<file path="src/rtl/loader_pkg.sv">
// Shared definitions for the RAM stream loader: FSM encoding and header framing constants.
package loader_pkg;

  // Loader phases: two header fields, payload assembly, bus write, and the two resting states.
  typedef enum logic [2:0] {
    HDR_ADDR = 3'd0,
    HDR_CNT  = 3'd1,
    PAYLOAD  = 3'd2,
    WRITE    = 3'd3,
    DONE     = 3'd4,
    ERROR    = 3'd5
  } loader_state_e;

  // Every field on the stream (address, count, payload word) is four bytes wide.
  localparam int HDR_BYTES  = 4;
  localparam int BYTE_IDX_W = 2;

endpackage

</file>
<file path="src/rtl/ram_stream_loader_if.sv">
// Byte-stream input and SRAM-controller write bus of the loader, bundled together.
// The master modport is the loader's view; the slave modport is the UART/RAM side.
interface ram_stream_loader_if;

  logic [7:0]  in_data;
  logic        in_valid;
  logic        in_ready;

  logic [31:0] bus_addr_o;
  logic [31:0] bus_data_o;
  logic        bus_ce_o;
  logic        bus_we_o;
  logic        bus_ack_i;

  modport master (
    input  in_data,
    input  in_valid,
    output in_ready,
    output bus_addr_o,
    output bus_data_o,
    output bus_ce_o,
    output bus_we_o,
    input  bus_ack_i
  );

  modport slave (
    output in_data,
    output in_valid,
    input  in_ready,
    input  bus_addr_o,
    input  bus_data_o,
    input  bus_ce_o,
    input  bus_we_o,
    output bus_ack_i
  );

endinterface

</file>
<file path="src/rtl/byte_packer.sv">
// Little-endian 4-byte assembler. The first three bytes are stored; on the fourth byte
// the full word is presented combinationally together with a one-cycle word_valid, so
// the owner can capture it on the same edge the last byte is accepted. The index then
// wraps to zero, ready for the next field.
module byte_packer
  import loader_pkg::*;
(
  input  logic        clk,
  input  logic        rst,
  input  logic        clear,
  input  logic        byte_en,
  input  logic [7:0]  byte_in,
  output logic [31:0] word,
  output logic        word_valid
);

  logic [BYTE_IDX_W-1:0] idx_q;
  logic [23:0]           low_bytes_q;

  // Store bytes 0..2 at their little-endian lane and advance the index on every accepted byte.
  always_ff @(posedge clk or negedge rst) begin
    if (!rst) begin
      idx_q       <= '0;
      low_bytes_q <= '0;
    end else if (clear) begin
      idx_q       <= '0;
      low_bytes_q <= '0;
    end else if (byte_en) begin
      case (idx_q)
        2'd0:    low_bytes_q[7:0]   <= byte_in;
        2'd1:    low_bytes_q[15:8]  <= byte_in;
        2'd2:    low_bytes_q[23:16] <= byte_in;
        default: low_bytes_q        <= low_bytes_q;
      endcase
      idx_q <= idx_q + 1'b1;
    end
  end

  assign word       = {byte_in, low_bytes_q};
  assign word_valid = byte_en && (idx_q == BYTE_IDX_W'(HDR_BYTES - 1));

endmodule

</file>
<file path="src/rtl/ram_stream_loader.sv">
// Runtime RAM loader: parses an 8-byte header (start word address, word count) from a
// byte stream, packs the payload into 32-bit little-endian words and writes each one to
// the SRAM controller, waiting for ack with a bounded timeout.
module ram_stream_loader
  import loader_pkg::*;
#(
  parameter int ADDR_W      = 20,
  parameter int ACK_TIMEOUT = 16
) (
  input  logic                 clk,
  input  logic                 rst,
  input  logic                 abort,
  ram_stream_loader_if.master  bus,
  output logic                 busy,
  output logic                 done,
  output logic                 error,
  output logic [31:0]          words_written
);

  localparam int WAIT_W = (ACK_TIMEOUT > 1) ? $clog2(ACK_TIMEOUT) : 1;
  localparam logic [WAIT_W-1:0] WAIT_LAST = WAIT_W'(ACK_TIMEOUT - 1);

  loader_state_e     state_q;
  logic [ADDR_W-1:0] addr_q;
  logic [31:0]       remaining_q;
  logic [31:0]       data_q;
  logic [WAIT_W-1:0] wait_q;
  logic              ce_q;
  logic              we_q;
  logic              in_ready_q;

  logic              byte_fire;
  logic [31:0]       packed_word;
  logic              word_valid;

  // A byte moves only when the loader advertised ready; abort discards anything in flight.
  assign byte_fire = bus.in_valid && in_ready_q && !abort;

  byte_packer u_packer (
    .clk        (clk),
    .rst        (rst),
    .clear      (abort),
    .byte_en    (byte_fire),
    .byte_in    (bus.in_data),
    .word       (packed_word),
    .word_valid (word_valid)
  );

  assign bus.in_ready   = in_ready_q;
  assign bus.bus_addr_o = 32'(addr_q);
  assign bus.bus_data_o = data_q;
  assign bus.bus_ce_o   = ce_q;
  assign bus.bus_we_o   = we_q;

  // Loader FSM: every output is registered and updated alongside the state transition.
  always_ff @(posedge clk or negedge rst) begin
    if (!rst) begin
      state_q       <= HDR_ADDR;
      addr_q        <= '0;
      remaining_q   <= '0;
      data_q        <= '0;
      wait_q        <= '0;
      ce_q          <= 1'b0;
      we_q          <= 1'b0;
      in_ready_q    <= 1'b0;
      busy          <= 1'b0;
      done          <= 1'b0;
      error         <= 1'b0;
      words_written <= '0;
    end else if (abort) begin
      state_q       <= HDR_ADDR;
      addr_q        <= '0;
      wait_q        <= '0;
      ce_q          <= 1'b0;
      we_q          <= 1'b0;
      in_ready_q    <= 1'b1;
      busy          <= 1'b0;
      done          <= 1'b0;
      error         <= 1'b0;
      words_written <= '0;
    end else begin
      case (state_q)
        HDR_ADDR: begin
          in_ready_q <= 1'b1;
          if (byte_fire) begin
            busy <= 1'b1;
          end
          if (word_valid) begin
            addr_q  <= packed_word[ADDR_W-1:0];
            state_q <= HDR_CNT;
          end
        end

        HDR_CNT: begin
          if (word_valid) begin
            remaining_q <= packed_word;
            if (packed_word == 32'd0) begin
              state_q <= DONE;
              done    <= 1'b1;
              busy    <= 1'b0;
            end else begin
              state_q <= PAYLOAD;
            end
          end
        end

        PAYLOAD: begin
          if (word_valid) begin
            data_q     <= packed_word;
            ce_q       <= 1'b1;
            we_q       <= 1'b1;
            in_ready_q <= 1'b0;
            wait_q     <= '0;
            state_q    <= WRITE;
          end
        end

        WRITE: begin
          if (bus.bus_ack_i) begin
            ce_q          <= 1'b0;
            we_q          <= 1'b0;
            in_ready_q    <= 1'b1;
            addr_q        <= addr_q + ADDR_W'(1);
            remaining_q   <= remaining_q - 32'd1;
            words_written <= words_written + 32'd1;
            if (remaining_q == 32'd1) begin
              state_q <= DONE;
              done    <= 1'b1;
              busy    <= 1'b0;
            end else begin
              state_q <= PAYLOAD;
            end
          end else if (wait_q == WAIT_LAST) begin
            ce_q    <= 1'b0;
            we_q    <= 1'b0;
            error   <= 1'b1;
            busy    <= 1'b0;
            state_q <= ERROR;
          end else begin
            wait_q <= wait_q + 1'b1;
          end
        end

        DONE: begin
          if (byte_fire) begin
            done          <= 1'b0;
            words_written <= '0;
            busy          <= 1'b1;
            state_q       <= HDR_ADDR;
          end
        end

        ERROR: begin
          in_ready_q <= 1'b0;
        end

        default: begin
          state_q <= HDR_ADDR;
        end
      endcase
    end
  end

endmodule
</file>
<file path="src/flat_wrapper.sv">
// flat-port wrapper written by rule: the top's interface ports become plain ports
module ram_stream_loader_flat import loader_pkg::*;
#(
  parameter int ADDR_W      = 20,
  parameter int ACK_TIMEOUT = 16
)
  (clk, rst, abort, busy, done, error, words_written, bus_in_data, bus_in_valid, bus_in_ready, bus_bus_addr_o, bus_bus_data_o, bus_bus_ce_o, bus_bus_we_o, bus_bus_ack_i);
  ram_stream_loader_if bus_i ();
  input  logic clk;
  input  logic rst;
  input  logic abort;
  output logic busy;
  output logic done;
  output logic error;
  output logic [31:0] words_written;
  input wire logic [$bits(bus_i.in_data)-1:0] bus_in_data;
  input wire logic [$bits(bus_i.in_valid)-1:0] bus_in_valid;
  output wire logic [$bits(bus_i.in_ready)-1:0] bus_in_ready;
  output wire logic [$bits(bus_i.bus_addr_o)-1:0] bus_bus_addr_o;
  output wire logic [$bits(bus_i.bus_data_o)-1:0] bus_bus_data_o;
  output wire logic [$bits(bus_i.bus_ce_o)-1:0] bus_bus_ce_o;
  output wire logic [$bits(bus_i.bus_we_o)-1:0] bus_bus_we_o;
  input wire logic [$bits(bus_i.bus_ack_i)-1:0] bus_bus_ack_i;
  assign bus_i.in_data = bus_in_data;
  assign bus_i.in_valid = bus_in_valid;
  assign bus_in_ready = bus_i.in_ready;
  assign bus_bus_addr_o = bus_i.bus_addr_o;
  assign bus_bus_data_o = bus_i.bus_data_o;
  assign bus_bus_ce_o = bus_i.bus_ce_o;
  assign bus_bus_we_o = bus_i.bus_we_o;
  assign bus_i.bus_ack_i = bus_bus_ack_i;
  ram_stream_loader #(.ADDR_W(ADDR_W), .ACK_TIMEOUT(ACK_TIMEOUT)) u_core (.clk(clk), .rst(rst), .abort(abort), .bus(bus_i), .busy(busy), .done(done), .error(error), .words_written(words_written));
endmodule
</file>
<file path="config.mk">
export PLATFORM = sky130hd
export DESIGN_NAME = ram_stream_loader_flat
export DESIGN_NICKNAME = d
export VERILOG_FILES = /design/src/rtl/loader_pkg.sv /design/src/rtl/ram_stream_loader_if.sv /design/src/rtl/byte_packer.sv /design/src/rtl/ram_stream_loader.sv /design/src/flat_wrapper.sv
export SDC_FILE = /design/constraint.sdc
export NUM_CORES = 1
export LEC_CHECK = 0
export ABC_CLOCK_PERIOD_IN_PS = 3500
export CORE_ASPECT_RATIO = 1.4
export CORE_MARGIN = 5
export CORE_UTILIZATION = 61
export CTS_BUF_LIST = sky130_fd_sc_hd__clkbuf_2
export DETAILED_ROUTE_END_ITERATION = 6
export MAX_ROUTING_LAYER = met4
export PLACE_DENSITY = 0.85
export SKIP_LAST_GASP = 1
export SLEW_MARGIN = 20
export SYNTH_ARGS = -nofsm -noshare
export SYNTH_HDL_FRONTEND = slang
export SYNTH_SLANG_ARGS = --single-unit
export TNS_END_PERCENT = 5
</file>
<file path="constraint.sdc">
create_clock -name clk -period 3.5 [get_ports clk]
set_input_delay 0.7 -clock clk [delete_from_list [all_inputs] [get_ports clk]]
set_output_delay 0.7 -clock clk [all_outputs]
set_load 0.03 [all_outputs]
</file>
## After elaboration in Yosys (flattened, before gate mapping)

Index checks and enable logic that the tools add are counted.

| word-level totals | value |
|---|---|
| input bits | 13 |
| flip-flop bits (word level) | 154 |
| logic and storage cells | 142 |

| cells by class | value |
|---|---|
| bitwise gates (word level) | 1 |
| $add $sub $neg | 5 |
| eq/ne operators | 26 |
| reductions and logical operators | 35 |
| muxes and demuxes | 60 |

Operators by type and width:

| cell | number |
|---|---|
| $mux W32 | 5 |
| $pmux W32 S2 | 2 |
| $mux W20 | 3 |
| $mux W24 | 2 |
| $pmux W20 S2 | 1 |
| $add A32 B1 Y32 const B | 1 |
| $eq A32 B1 Y1 const B | 1 |
| $logic_not A32 Y1 | 1 |
| $sub A32 B1 Y32 const B | 1 |
| $mux W3 | 9 |
| $mux W8 | 3 |
| $mux W1 | 23 |
| $ne A3 B3 Y1 const B | 7 |
| $add A20 B1 Y20 const B | 1 |
| $pmux W3 S6 | 1 |
| $reduce_and A3 Y1 | 6 |
| $reduce_and A6 Y1 | 3 |
| $mux W4 | 4 |
| $reduce_bool A2 Y1 | 7 |
| $reduce_bool A3 Y1 | 3 |
| $ne A2 B2 Y1 const B | 4 |
| $ne A4 B3 Y1 const B | 2 |
| $pmux W4 S2 | 1 |
| $reduce_and A4 Y1 | 2 |
| other kinds (23) | 34 |

## Longest topological paths before layout

Gate-level depths: netlist of the first run.

| logic depth | value |
|---|---|
| depth in word-level cells | 6 |
| gate-level depth with buffers | 8 |
| gate-level depth less buffers | 6 |

## Hierarchy

From an unflattened synthesis of the first run, not the netlist that was laid out.

| unflattened totals | value |
|---|---|
| cells, all modules | 903 |
| area total of the unflattened synthesis | 8501.9 sq um |

By module, submodules not included:

| module | cells each | area each (sq um) | times used | sequential area each (sq um) |
|---|---|---|---|---|
| ram_stream_loader | 793 | 7199.4 | 1 | 3203.1 |
| byte_packer | 110 | 1302.5 | 1 | 650.6 |

## Worst setup path after synthesis of the first run

OpenSTA, ideal clock, no wires.

| timing | value |
|---|---|
| path type | input -> register |
| from | input bus_in_valid |
| to | register u_core.data_q[24] (netlist: u_core.bus.bus_data_o[24]) |
| data arrival time | 2217 ps |
| path slack | 1158 ps |
| buffers on the path | 2 |
| stages | 6 |
| cell sequence | and2_1 clkbuf_1 nand2_1 nor3_2 clkbuf_1 mux2_2 |

| between the ends | value |
|---|---|
| word-level cells in the longest chain between the ends | 4 |

Ends and longest elaborated chain:

| what | line | source |
|---|---|---|
| start: declaration | flat_wrapper.sv:17 | `input wire logic [$bits(bus_i.in_valid)-1:0] bus_in_valid;` |
| $logic_and A1 B1 Y1 (2 in series) | ram_stream_loader.sv:37 | `assign byte_fire = bus.in_valid && in_ready_q && !abort;` |
| $logic_and A1 B1 Y1 | byte_packer.sv:40 | `assign word_valid = byte_en && (idx_q == BYTE_IDX_W'(HDR_BYTES - 1));` |
| $reduce_and A3 Y1 (no line) | n/a |  |
| end signal: assignment | ram_stream_loader.sv:109 | `data_q <= packed_word;` |
| end: declaration | ram_stream_loader.sv:26 | `logic [31:0] data_q;` |

No other way between the ends.
A chain may end at the register's enable or synchronous reset.

## Worst setup path in the final report of the first run

| timing | value |
|---|---|
| from | register u_core.state_q[0] |
| to | register u_core.addr_q[11] |

| between the ends | value |
|---|---|
| word-level cells in the longest chain between the ends | 3 |
| elaborated cells on any way between the ends | 8 |
| classes of those cells | eq/ne: 3; mux: 2; reduce/logical: 3 |

Ends and longest elaborated chain:

| what | line | source |
|---|---|---|
| start: declaration | ram_stream_loader.sv:23 | `loader_state_e state_q;` |
| start signal: assignment | ram_stream_loader.sv:58 | `state_q <= HDR_ADDR;` |
| start signal: assignment | ram_stream_loader.sv:71 | `state_q <= HDR_ADDR;` |
| start signal: assignment | ram_stream_loader.sv:90 | `state_q <= HDR_CNT;` |
| $eq A3 B2 Y1 or $logic_not A3 Y1 (tied branches) | ram_stream_loader.sv:82 | `case (state_q)` |
| $ne A3 B3 Y1 (no line) (tied with other cells) | n/a |  |
| $reduce_and A3 Y1 (no line) or $mux W20 (tied branches) | n/a |  |
| end signal: assignment | ram_stream_loader.sv:89 | `addr_q <= packed_word[ADDR_W-1:0];` |
| end signal: assignment | ram_stream_loader.sv:123 | `addr_q <= addr_q + ADDR_W'(1);` |
| end: declaration | ram_stream_loader.sv:24 | `logic [ADDR_W-1:0] addr_q;` |

Parallel ways exist; a longest one is shown, timed or not.

==> results of run 1 <==
## critical path, cell delays in order, from the launching register on
cell,delay (ps)
dfrtp_1,840
and3b_1,270
buf_4,470
a21oi_1,170
o41a_1,320
nor2_1,510
a22o_1,230
## per-layer routing
layer | GRT usage | vias to the layer above | wire length (µm) | part of all wire
li1 | - | 3423 | - | -
met1 | 0.362 | 3602 | 8810 | 0.41
met2 | 0.454 | 315 | 10700 | 0.50
met3 | 0.0519 | 51 | 1340 | 0.062
met4 | 0.108 | 0 | 640 | 0.030
met5 | - | - | 0 | 0
## report_power, final
group	internal, mW	switching (mW)
combinational	0.207	0.386
clock	0.343	0.685
sequential	1.85	0.135
## cells in the final DEF, fill, tap and decap left out, drive strengths merged, types with 10 or more instances in the layout
| cell type | instances |
|---|---|
| dfrtp | 154 |
| clkdlybuf4s50 | 101 |
| nand2 | 88 |
| a21oi | 68 |
| nor2 | 64 |
| o21ai | 56 |
| nand3 | 52 |
| mux2 | 32 |
| nor4 | 30 |
| nand4 | 27 |
| nor3 | 27 |
| buf | 19 |
| inv | 18 |
| clkbuf | 17 |
| or3 | 14 |
| xnor2 | 14 |
| and3 | 12 |
| xor2 | 12 |
| conb | 12 |
| a22o | 11 |
| a31oi | 10 |
## flip-flops by register name, summed over array words and instances, names as in the netlist
register	count
u_core.state_q	3
u_core.busy	1
u_core.u_packer.idx_q	2
u_core.error	1
u_core.addr_q	20
u_core.wait_q	4
u_core.bus.bus_data_o	32
u_core.remaining_q	32
u_core.bus.bus_ce_o	1
u_core.u_packer.low_bytes_q	24
u_core.bus.in_ready	1
u_core.words_written	32
u_core.done	1
## area by class of cell
cell class | instances | area, µm² | area share
Multi-Input combinational cell | 658 | 4020 | 0.420
Sequential cell | 154 | 3850 | 0.402
Timing Repair Buffer | 121 | 1180 | 0.123
Tap cell | 182 | 228 | 0.0238
Clock inverter | 15 | 164 | 0.0171
Clock buffer | 17 | 85.1 | 0.00889
Inverter | 12 | 45.0 | 0.00470
Antenna cell | 1 | 2.50 | 0.000261
## worst max-delay path by stage
stage / from / end / slack [ps] / cells after the start
floorplan: bus_in_valid / u_core.bus.bus_data_o[24]$_DFFE_PN0P_ / 1160 / 6
global placement: bus_in_valid / u_core.addr_q[10]$_DFFE_PN0P_ / 580 / 6
detailed placement: bus_in_valid / u_core.addr_q[7]$_DFFE_PN0P_ / 550 / 6
CTS: u_core.state_q[0]$_DFFE_PN0P_ / u_core.addr_q[11]$_DFFE_PN0P_ / 690 / 6
global route: u_core.state_q[0]$_DFFE_PN0P_ / u_core.addr_q[11]$_DFFE_PN0P_ / 460 / 6
finish: u_core.state_q[0]$_DFFE_PN0P_ / u_core.addr_q[11]$_DFFE_PN0P_ / 630 / 6
## kinds of logic after synthesis
logic type,count (synthesis),share of synthesized area
xor+xnor,26,0.0278
fa+ha+maj,9,0.0138
buf+inv,82,0.0446
compound gates,226,0.179
other cells,1,0.000458
mux,34,0.0464
flops,154,0.471
simple gates,351,0.218
## repair_timing
item	4_1_cts	5_1_grt
endpoints found under the hold margin	29	0
hold buffers	1	0
resized for setup	0	0
## per-stage QoR
step | hold slack [ps] | power (mW) | std cells | setup WS [ps] | util
global placement | 486 | 2.58 | 1126 | 582 | 0.702
finish | 535 | 3.61 | 1160 | 633 | 0.722
CTS | 542 | 3.61 | 1159 | 685 | 0.722
floorplan | 404 | 2.37 | 894 | 1160 | -
global route | 544 | 3.77 | 1160 | 456 | 0.722
detailed placement | 494 | 2.60 | 1126 | 550 | 0.702
==> key figures, run 1 <==
Yosys
  – Seq/Total Area, Yosys: 0.471
  – Ys async rst share: 1.00
  – Post-synth EDFFs: 0
  – Synth top area cells: dfrtp_1 (47%), mux2_2 (4.4%), a21oi_1 (4.2%)
  – Top FF cell, synth: dfrtp_1
  – Distinct cells, synth: 65
  – Avg Cell Area, Syn: 9.27 µm²
  – Commonest cells in the synthesized netlist: dfrtp_1 (154), nand2_1 (88), a21oi_1 (68)
  – Synth area leader: dfrtp_1
  – Mapped Cells: 883
  – Synthesis Warnings: 0
  – Share of the synthesized area in the top cell type: 0.471
  – Count leader, synth: dfrtp_1
  – Register bit total from synthesis: 154
  – Mapped Area: 0.00819 mm²

Critical path
  – Reg-to-reg endpoint: u_core.addr_q[11]$_DFFE_PN0P_
  – CP required: 4150 ps
  – Flop-to-flop setup slack: 630 ps
  – Crit Path Class: reg -> reg
  – Reg-to-reg startpoint: u_core.state_q[0]$_DFFE_PN0P_
  – Max Fanout on Critical Path: 53
  – Path depth of the worst reg2reg path: 6
  – Setup crit end kind: register
  – Crit path DAT: 3510 ps
  – Critical Path Source Type: register

CTS
  – CTS H-tree lvls: 4
  – CTS Buffer Depth: 2
  – Setup bufs post-CTS: 0
  – Clock Latency Late Sink: 700 ps
  – Clock-pin slew reported for the worst setup and hold paths after clock tree synthesis: 240 ps
  – Root Buffer: clkbuf_2
  – Clock sink count: 154
  – CTS tree: built
  – Total CTS buffers: 17

Placed design
  – Placed cell area: 0.00931 mm²
  – DP HPWL: 15100 µm
  – GPL Wtd Cong: 0.897
  – PortBufs: 102

Floorplanning
  – Io pins: 115
  – Initial Util: 0.617
  – Die height: 147 µm
  – Rows: 50
  – Core Region: 0.0133 mm²
  – Die area: 0.0159 mm²
  – Die Wd: 108 µm

Run
  – Max cap viols: 0

Global route
  – First-pass GRT wire length: 35600 µm
  – GRT Total Usage: 0.285
  – Vias in the first global route: 7190
  – Largest net degree at the start of global routing: 77
  – Gr ovfl total: 0
  – Initial antenna violation count: 1

Outcome
  – Outcome: completed

Detailed routing
  – Drt first pass iters: 6
  – Total number of vias: 7391
  – Drt drc: 0
  – Detailed Route WL: 21500 µm
  – Avg WL per Cell: 18.6 µm
  – ANT nets after route: 0
  – Via/cell ratio: 6.37
  – Initial drt markers: 639

Power and ir drop
  – Leakage power: 3.98 nW
  – Worst vdd ir: 0.000337 V
  – Pwr Density: 377 mW/mm²

STA
  – Slew Viols, Final: 0
  – Rel. slew slack: 0.517
  – Slew @ Worst Pin: 719 ps
  – Crit share post-route: 0.819
  – Setup TNS: 0 ps
  – Clock Skews: 24.4 ps
  – Minimum clock period: 2870 ps
  – Final Hold Fails: 0
  – RSZ-0062 raised after global routing: false
  – Fmax: 349 MHz
  – Final setup vio count: 0

Min path
  – Hold path startpoint: u_core.error$_DFFE_PN0P_
  – Worst min path class: reg -> reg
  – Hold Crit Endpoint: u_core.error$_DFFE_PN0P_
  – Worst hold stages: 2

Final layout
  – Area grow syn2layout: 16.9%
  – Share of post-route cells with drive strength above 1: 0.0942
  – Finished Cell Area: 0.00958 mm²
  – Fin nets: 986
  – Filler cells: 1047
Note: power is estimated with default switching activity, not from simulation.
==> inputs of run 2 (changes only) <==
--- a/config.mk
+++ b/config.mk
@@ -5,14 +5,14 @@
 export SDC_FILE = /design/constraint.sdc
 export NUM_CORES = 1
 export LEC_CHECK = 0
-export ABC_CLOCK_PERIOD_IN_PS = 3500
+export ABC_CLOCK_PERIOD_IN_PS = 2500
 export CORE_ASPECT_RATIO = 1.4
 export CORE_MARGIN = 5
-export CORE_UTILIZATION = 61
+export CORE_UTILIZATION = 51
 export CTS_BUF_LIST = sky130_fd_sc_hd__clkbuf_2
 export DETAILED_ROUTE_END_ITERATION = 6
 export MAX_ROUTING_LAYER = met4
-export PLACE_DENSITY = 0.85
+export PLACE_DENSITY = 0.75
 export SKIP_LAST_GASP = 1
 export SLEW_MARGIN = 20
 export SYNTH_ARGS = -nofsm -noshare
==> constraint.sdc (replaced) <==
create_clock -name clk -period 2.5 [get_ports clk]
set_input_delay 0.5 -clock clk [delete_from_list [all_inputs] [get_ports clk]]
set_output_delay 0.5 -clock clk [all_outputs]
set_load 0.03 [all_outputs]
==> key figures, run 2 (synthesis gave the netlist of run 1 again) <==
Outcome
  – Outcome: completed

Critical path
  – Worst setup startpoint: u_core.words_written[2]$_DFFE_PN0P_
  – Max Fanout on Critical Path: 6
  – Slowest CP cell: clkdlybuf4s50_1
  – Crit path cell chain: clkdlybuf4s50_1
  – CP required: 2000 ps
  – Reg-to-reg endpoint: u_core.remaining_q[28]$_DFFE_PN0P_
  – Crit path DAT: 1990 ps
  – Critical Path Source Type: register
  – Largest stage delay on the critical path: 720 ps
  – Flop-to-flop setup slack: 110 ps
  – Crit path buf inv count: 1
  – Crit Path Class: reg -> out
  – Reg-to-reg startpoint: u_core.remaining_q[12]$_DFFE_PN0P_
  – Path depth of the worst reg2reg path: 5
  – Setup crit end kind: output pin
  – CP top delay family: buffers and inverters

Final layout
  – Share of post-route cells with drive strength above 1: 0.128
  – Filler cells: 1347
  – Finished Cell Area: 0.00993 mm²
  – Fin nets: 1023
  – Layout Cells excl Fill: 1211
  – Area grow syn2layout: 21.2%
  – Most common cell after layout, fill and taps aside: dfrtp_1
  – Leading cell types in the layout, fill and taps excluded: dfrtp_1 (154), clkdlybuf4s50_1 (97), nand2_1 (88), a21oi_1 (68), nor2_1 (64)

Placed design
  – GPL Wtd Cong: 0.918
  – PortBufs: 102
  – Dpl cells: 1177
  – Placed cell area: 0.00966 mm²
  – DP HPWL: 16500 µm
  – Place WS: -45.3 ps

CTS
  – Clock-pin slew reported for the worst setup and hold paths after clock tree synthesis: 210 ps
  – CTS H-tree lvls: 4
  – CTS Buffer Depth: 2
  – Setup bufs post-CTS: 0
  – Clock Latency Late Sink: 760 ps
  – CTS tree: built
  – Total CTS buffers: 17
  – Root Buffer: clkbuf_2
  – Clock sink count: 154

Global route
  – Gr ovfl total: 0
  – First-pass GRT wire length: 37100 µm
  – Largest net degree at the start of global routing: 50
  – Initial antenna violation count: 1
  – GRT Total Usage: 0.256
  – Vias in the first global route: 7272
  – Gr busiest metal: met2
  – Met3 usage: 0.0504
  – Met2 global-route usage: 0.415
  – Met1 Track Usage GR: 0.310

Detailed routing
  – Avg WL per Cell: 18.8 µm
  – Drt drc: 0
  – ANT nets after route: 0
  – Initial drt markers: 607
  – Total number of vias: 7452
  – Detailed Route WL: 22700 µm
  – Via/cell ratio: 6.15
  – Drt first pass iters: 6

Power and ir drop
  – Leakage power: 4.22 nW
  – Power, Total: 5.14 mW
  – Worst vdd ir: 0.000539 V
  – Pwr Density: 518 mW/mm²

Min path
  – Hold Crit Endpoint: u_core.state_q[0]$_DFFE_PN0P_
  – Worst min path class: in -> reg
  – Worst hold stages: 4
  – Hold path startpoint: abort

STA
  – Fmax: 401 MHz
  – Slew @ Worst Pin: 523 ps
  – Slew Viols, Final: 0
  – Rel. slew slack: 0.651
  – Final Hold Fails: 0
  – Final setup vio count: 0
  – Crit share post-route: 0.997
  – Minimum clock period: 2490 ps
  – Worst setup margin: 8.58 ps
  – RSZ-0062 raised after global routing: true
  – Clock Skews: 28.3 ps

Floorplanning
  – Io pins: 115
  – Die area: 0.0187 mm²
  – Initial Util: 0.522
  – Rows: 54
  – Core Region: 0.0157 mm²
  – Die Wd: 117 µm
  – Die height: 160 µm

Run
  – Max cap viols: 0
-- run 2: changes by cell type in the layout (fill, tap and decap cells not counted), moves of 2 or more --
cell             previous run  this run
dlymetal6s2s_1              0         2
buf_4                      17        50
clkinv_4                    3         1
clkbuf_2                   17        20
inv_6                       6         1
clkdlybuf4s50_1           101        97
buf_12                      1         5
-- run 2: what timing repair did --
item	CTS	global route
resized for setup	1	2
pin swaps	0	0
hold endpoints to repair	88	0
endpoints found under the setup margin	26	47
hold buffers	1	0
-- run 2: power by group --
group,switching (mW),internal [mW],leakage (nW)
Combinational,0.574,0.342,1.95
Sequential,0.167,2.59,2.12
Clock,0.901,0.565,0.148
Total,1.64,3.50,4.22
-- run 2: worst max path at each step --
stage	to	slack, ps	depth (start not counted)
after floorplan	u_core.bus.bus_data_o[24]$_DFFE_PN0P_	240	6
after global placement	u_core.addr_q[6]$_DFFE_PN0P_	10	8
after detailed placement	u_core.addr_q[18]$_DFFE_PN0P_	-50	8
after CTS	bus_bus_addr_o[7]	-70	1
after global routing	bus_bus_addr_o[5]	-110	1
final	words_written[2]	9	1
-- run 2: per-layer routing --
layer | part of all wire | vias to the layer above
met5 | 0 | -
met4 | 0.031 | 0
met1 | 0.41 | 3591
met3 | 0.062 | 60
met2 | 0.50 | 304
li1 | - | 3497
-- run 2: per-stage QoR --
step | TNS (ps) | hold WS, ps | util
after floorplan | 0 | 204 | -
after global placement | 0 | 458 | 0.616
after detailed placement | -296 | 455 | 0.616
after CTS | -634 | 110 | 0.633
after global routing | -2370 | 109 | 0.633
final | 0 | 171 | 0.633
-- run 2: cell type report --
| cell class | instances | area (µm²) | area share |
|---|---|---|---|
| multi-input cells | 658 | 4030 | 0.405 |
| flip-flops and latches | 154 | 3850 | 0.388 |
| repair buffers | 158 | 1510 | 0.152 |
| well taps | 196 | 245 | 0.0247 |
| clock inverters | 12 | 149 | 0.0150 |
| clock buffers | 20 | 100 | 0.0101 |
| inverters | 12 | 45.0 | 0.00454 |
| diodes | 1 | 2.50 | 0.000252 |
